**config.mk**
```make
export PLATFORM = sky130hd
export DESIGN_NAME = memory_access
export DESIGN_NICKNAME = d
export VERILOG_FILES = /design/src/rtl/mem_pkg.sv /design/src/rtl/load_align.sv /design/src/rtl/memory_access.sv
export SDC_FILE = /design/constraint.sdc
export NUM_CORES = 1
export LEC_CHECK = 0
export ABC_AREA = 1
export CORE_ASPECT_RATIO = 1.75
export CORE_MARGIN = 8
export CORE_UTILIZATION = 40
export CTS_CLUSTER_SIZE = 28
export DETAILED_ROUTE_END_ITERATION = 12
export PLACE_DENSITY = 0.81
export SLEW_MARGIN = 20
export SYNTH_ARGS = -nofsm -noshare
export SYNTH_HDL_FRONTEND = slang
export SYNTH_SLANG_ARGS = --single-unit
```
**constraint.sdc**
```tcl
create_clock -name clk_i -period 1.95 [get_ports clk_i]
set_input_delay 0.39 -clock clk_i [delete_from_list [all_inputs] [get_ports clk_i]]
set_output_delay 0.39 -clock clk_i [all_outputs]
set_load 0.02 [all_outputs]
```
**src/rtl/mem_pkg.sv**
```systemverilog
// Shared types and helpers for the M-stage memory access block:
// access-size encoding, FSM states, store strobe and alignment helpers.
package mem_pkg;

  typedef enum logic [1:0] {
    SZ_BYTE = 2'b00,
    SZ_HALF = 2'b01,
    SZ_WORD = 2'b10
  } size_e;

  typedef enum logic {
    ST_IDLE = 1'b0,
    ST_WAIT = 1'b1
  } state_e;

  function automatic logic [3:0] store_strobe(input logic [1:0] size, input logic [1:0] offset);
    case (size)
      SZ_BYTE: store_strobe = 4'b0001 << offset;
      SZ_HALF: store_strobe = 4'b0011 << offset;
      default: store_strobe = 4'b1111;
    endcase
  endfunction

  function automatic logic is_misaligned(input logic [1:0] size, input logic [1:0] offset);
    case (size)
      SZ_BYTE: is_misaligned = 1'b0;
      SZ_HALF: is_misaligned = offset[0];
      default: is_misaligned = (offset != 2'b00);
    endcase
  endfunction

endpackage

```
**src/rtl/load_align.sv**
```systemverilog
// Selects the load lane from a 32-bit cache word and sign/zero-extends it.
module load_align
  import mem_pkg::*;
(
  input  logic [31:0] rdata,
  input  logic [1:0]  offset,
  input  logic [1:0]  size,
  input  logic        is_unsigned,
  output logic [31:0] data
);

  logic [7:0]  byte_lane;
  logic [15:0] half_lane;

  // Lane extraction followed by extension according to size
  always_comb begin
    byte_lane = rdata[{offset, 3'b000} +: 8];
    half_lane = offset[1] ? rdata[31:16] : rdata[15:0];
    case (size)
      SZ_BYTE: data = {{24{~is_unsigned & byte_lane[7]}}, byte_lane};
      SZ_HALF: data = {{16{~is_unsigned & half_lane[15]}}, half_lane};
      default: data = rdata;
    endcase
  end

endmodule

```
**src/rtl/memory_access.sv**
```systemverilog
// M-stage memory access: drives the data cache, stalls on wait states,
// raises a sticky bus error on timeout and loads the M/W pipeline register.
module memory_access
  import mem_pkg::*;
#(
  parameter int WAIT_LIMIT = 255
) (
  input  logic        clk_i,
  input  logic        rst_i,
  input  logic        valid_m_i,
  input  logic        mem_read_m_i,
  input  logic        mem_write_m_i,
  input  logic        reg_write_m_i,
  input  logic [1:0]  size_m_i,
  input  logic        unsigned_m_i,
  input  logic [31:0] alu_out_m_i,
  input  logic [31:0] write_data_m_i,
  input  logic [4:0]  write_reg_m_i,
  output logic        dc_req_o,
  output logic        dc_we_o,
  output logic [31:0] dc_addr_o,
  output logic [31:0] dc_wdata_o,
  output logic [3:0]  dc_wstrb_o,
  input  logic        dc_ready_i,
  input  logic [31:0] dc_rdata_i,
  output logic        stall_m_o,
  output logic        addr_err_m_o,
  output logic        bus_err_o,
  output logic        mem_to_reg_w_o,
  output logic        reg_write_w_o,
  output logic [4:0]  write_reg_w_o,
  output logic [31:0] alu_out_w_o,
  output logic [31:0] read_data_w_o
);

  localparam logic [7:0] LIMIT = 8'(WAIT_LIMIT);

  state_e      state;
  state_e      state_nx;
  logic [7:0]  wait_cnt;
  logic        mem_op;
  logic        misalign;
  logic        access;
  logic        completing;
  logic        timing_out;
  logic [31:0] load_data;

  load_align u_load_align (
    .rdata       (dc_rdata_i),
    .offset      (alu_out_m_i[1:0]),
    .size        (size_m_i),
    .is_unsigned (unsigned_m_i),
    .data        (load_data)
  );

  // Access classification, completion and timeout detection
  always_comb begin
    mem_op     = valid_m_i & (mem_read_m_i | mem_write_m_i);
    misalign   = mem_op & is_misaligned(size_m_i, alu_out_m_i[1:0]);
    access     = mem_op & ~misalign;
    timing_out = (state == ST_WAIT) & ~dc_ready_i & (wait_cnt == LIMIT);
    completing = (((state == ST_IDLE) & access) | (state == ST_WAIT)) & dc_ready_i;
  end

  // Cache request fields come straight from the M inputs, which the stall holds stable
  always_comb begin
    addr_err_m_o = misalign;
    dc_we_o      = mem_write_m_i;
    dc_addr_o    = {alu_out_m_i[31:2], 2'b00};
    dc_wstrb_o   = store_strobe(size_m_i, alu_out_m_i[1:0]);
    case (size_m_i)
      SZ_BYTE: dc_wdata_o = {4{write_data_m_i[7:0]}};
      SZ_HALF: dc_wdata_o = {2{write_data_m_i[15:0]}};
      default: dc_wdata_o = write_data_m_i;
    endcase
  end

  // Next-state, request and stall; all held low while reset is asserted
  always_comb begin
    state_nx  = state;
    dc_req_o  = 1'b0;
    stall_m_o = 1'b0;
    if (!rst_i) begin
      state_nx = ST_IDLE;
    end else begin
      case (state)
        ST_IDLE: begin
          dc_req_o = access;
          if (access && !dc_ready_i) begin
            state_nx  = ST_WAIT;
            stall_m_o = 1'b1;
          end else begin
            state_nx = ST_IDLE;
          end
        end
        ST_WAIT: begin
          dc_req_o = ~timing_out;
          if (dc_ready_i || timing_out) begin
            state_nx = ST_IDLE;
          end else begin
            state_nx  = ST_WAIT;
            stall_m_o = 1'b1;
          end
        end
        default: state_nx = ST_IDLE;
      endcase
    end
  end

  // State, wait counter, sticky bus error and the M/W pipeline register
  always_ff @(posedge clk_i or negedge rst_i) begin
    if (!rst_i) begin
      state          <= ST_IDLE;
      wait_cnt       <= 8'd0;
      bus_err_o      <= 1'b0;
      mem_to_reg_w_o <= 1'b0;
      reg_write_w_o  <= 1'b0;
      write_reg_w_o  <= 5'd0;
      alu_out_w_o    <= 32'd0;
      read_data_w_o  <= 32'd0;
    end else begin
      state <= state_nx;
      // Counts the WAIT cycles that end without ready; the timeout cycle sees LIMIT
      if (state == ST_WAIT && !dc_ready_i && !timing_out) begin
        wait_cnt <= wait_cnt + 8'd1;
      end else begin
        wait_cnt <= 8'd0;
      end
      if (timing_out) begin
        bus_err_o <= 1'b1;
      end
      if (!stall_m_o) begin
        mem_to_reg_w_o <= valid_m_i & mem_read_m_i;
        reg_write_w_o  <= reg_write_m_i & valid_m_i & ~misalign & ~timing_out;
        write_reg_w_o  <= write_reg_m_i;
        alu_out_w_o    <= alu_out_m_i;
        if (completing && mem_read_m_i) begin
          read_data_w_o <= load_data;
        end
      end else begin
        reg_write_w_o <= 1'b0;
      end
    end
  end

endmodule
```
==> flow_summary.ini <==
[critical_path]
crit_arrival_ns = 1.54
cp_cell_sequence = dlygate4sd2_1 > o21ai_2 > nand3_4 > nand2_4 > buf_12 > nand2_1 > nor2_2 > buf_12
crit_family = buffers and inverters
regToRegSetupSlack_ns = 0.34
cp_num_buf_inv = 3
crit_path_frequent_cell = buf_12
crit_slowest_cell = dlygate4sd2_1
critical_path_class = in2out
path_max_fanout = 3
required_ns = 1.56
cp-end-kind = output pin
slowest_delay_ns = 0.29
startpoint_type = primary input

[sta]
report.final.slew_viol_count = 0
clock_skew_ns = 0.007995
period_share_pct = 99.13
fin_crit_ns = 1.933
whs_ns = 0.1755
max-slew-margin-rel_pct = 42.31
worst_pin_slew_ns = 0.8653
fmax_ghz = 0.5173
finalSetupViolations = 0
hold_violations = 0
rsz0062_at_grt = true

[worst_hold_path]
hp-class = in2async

[power]
internal_power_mw = 3.979
powerDensity_nw_per_um2 = 766.2
comb_power_share_pct = 35.7
swShare_pct = 33.02
net-switching-power_mw = 1.961
clockPowerShare_pct = 29.5
irDropWorstVdd_mv = 0.5516
report.power.total_mw = 5.940
power_frac_seq_pct = 34.8
p_leak_nw = 3.745

[clock_tree]
clock_latency_ns = 0.34
clk_pin_slew_ns = 0.06
cts_tree = done
cts_buffers = 9
clockBufferDepth = 2
clkSinkCount = 81
postCtsHoldBufs = 0
cts_root_buffer = clkbuf_16
cts_max_level = 3

[global_route]
first_global_vias = 5199
antenna_found_initial = 0
grt_use_total_pct = 20.57
grt_pass1_wl_mm = 26.25
overflow = 0
grt_max_degree = 78

[layout]
fin_nets = 1013
drive_gt1_share_pct = 14.13
post-route-util_pct = 65.31
n_fill_cell = 1030
antenna_cells = 0
syn_to_final_growth_pct = 60.56

[synthesis]
synth_top_area_cell = dfrtp_1
ys_ff_latch = 81
synth_top_area_share_pct = 41.98
yosysWarnings = 0
ys_types = 31
async_flop_share_pct = 100.0
synthesis.area_um2 = 4828
post_synth.cell_area_avg_um2 = 7.217
synth_area_leaders = dfrtp_1 (42%), nand2_1 (22%), buf_4 (7.0%), nand4_1 (5.3%), nor2_1 (4.5%)
synth_edf_count = 0
seq_area_frac_synth_pct = 41.98
synthFlopType = dfrtp_1
netlist_instances = 669

[die]
die_width_um = 99.05
die-area_um2 = 15980
initial_utilization_pct = 40.68
coreArea_um2 = 11870
ios = 255
num_rows = 53
die_h_um = 161.3

[run_status]
status = finished, final reports clean

[placement]
portBuffers = 252
dp_hpwl_mm = 13.22
gp_congestion = 0.8944

[drt]
finalWirelength_mm = 16.79
vias_per_cell = 4.960
drcViolationCount = 0
dr_total_vias = 5173
ant_nets = 0
wl_per_cell_um = 16.10
firstDrtPassIters = 5
first_iter_violations = 221

[flow_run]
maxCapViolCount = 0
final timing paths:
path	start	endpoint	depth (start not counted)
min reg2reg	bus_err_o	bus_err_o	1
max reg2reg	wait_cnt[0]	alu_out_w_o[4]	10
min in group clk_i	rst_i	state	3
max in group asynchronous	rst_i	alu_out_w_o[17]	2
min	rst_i	read_data_w_o[23]	2
max	alu_out_m_i[0]	dc_req_o	8
cell families (layout without fill, tap and decap cells):
family / count (synthesis) / count (layout) / synth area share, %
AO/OA/AOI/OAI: 34 / 34 / 4.198
AND/OR/NAND/NOR: 445 / 445 / 39.86
buffers and inverters: 105 / 341 / 13.27
adder cells (fa/ha/maj): 1 / 1 / 0.2591
XOR/XNOR: 2 / 2 / 0.3629
other: 1 / 2 / 0.07767
flip-flops: 81 / 81 / 41.98
layout make-up:
cell class                 instances  area, um2  area share (%)
timing repair buffer             298       2925           37.73
multi-input combinational        484       2207           28.47
sequential                        81       2027           26.15
clock buffer                      10      239.0           3.083
tap                              137      171.4           2.211
inverter                          27      108.9           1.404
clock inverter                     6      73.82          0.9522
flip-flops by register name (all words and copies together) (netlist names):
signal / flops
reg_write_w_o: 1
read_data_w_o: 32
alu_out_w_o: 32
bus_err_o: 1
state: 1
wait_cnt: 8
mem_to_reg_w_o: 1
write_reg_w_o: 5
synthesized netlist by cell type (2+ instances only):
library cell / n
nand2_1: 285
dfrtp_1: 81
nor2_1: 58
buf_4: 45
nand4_1: 41
nand3_1: 29
nor2_2: 21
inv_1: 20
o21ai_0: 17
buf_2: 12
clkbuf_1: 11
o211ai_1: 9
buf_6: 8
a21oi_1: 6
inv_2: 5
nand2_4: 3
buf_1: 2
nand2_2: 2
nand3_2: 2
power by group through the flow:
| stage | registers, mW | logic, mW | clock network [mW] |
|---|---|---|---|
| global placement | 2.08 | 2.14 | 0 |
| CTS | 2.07 | 2.15 | 1.80 |
| floorplan | 2.40 | 0.714 | 0 |
| global route | 2.10 | 2.28 | 1.87 |
| detailed placement | 2.09 | 2.16 | 0 |
| finish | 2.07 | 2.12 | 1.75 |
layer usage:
metal	vias up	global-route usage, %	wire length (um)
li1	2553	-	-
met1	2365	19.96	5797
met2	222	38.94	9125
met3	33	6.164	1355
met4	0	8.380	513
met5	-	0	0
cell usage in the layout (no fill, tap or decap), types with 2 or more instances in the layout:
cell	count
a21oi_1	6
buf_12	6
buf_2	4
buf_4	40
buf_6	3
clkbuf_16	9
clkdlybuf4s15_2	14
clkdlybuf4s50_1	206
clkinvlp_4	2
conb_1	2
dfrtp_1	81
dlygate4sd2_1	21
dlymetal6s2s_1	3
inv_1	19
inv_2	4
inv_4	3
inv_6	2
nand2_1	282
nand2_2	4
nand2_4	4
nand3_1	28
nand3_4	3
nand4_1	41
nor2_1	57
nor2_2	21
o211ai_1	9
o21ai_0	17
what timing repair did:
| action | 4_1_cts | 5_1_grt |
|---|---|---|
| setup buffers | 1 | 3 |
| endpoints found under the hold margin | 0 | 0 |
| gates resized for setup | 105 | 6 |
| pin swaps | 10 | 2 |
| setup endpoints to repair | 36 | 5 |
per-stage QoR:
| stage | std cells | area, um2 | setup TNS (ns) | setup slack, ns |
|---|---|---|---|---|
| 2_1_floorplan | 670 | 4832 | 0 | 0.1565 |
| 3_3_place_gp | 1023 | 7357 | -21.45 | -0.5482 |
| 3_5_place_dp | 1023 | 7357 | -23.20 | -0.5771 |
| 4_1_cts | 1040 | 7716 | -0.01598 | -0.01598 |
| 5_1_grt | 1043 | 7752 | -0.1028 | -0.06303 |
| 6_report | 1043 | 7752 | 0 | 0.01689 |
Note: power is estimated with default switching activity, not from simulation.
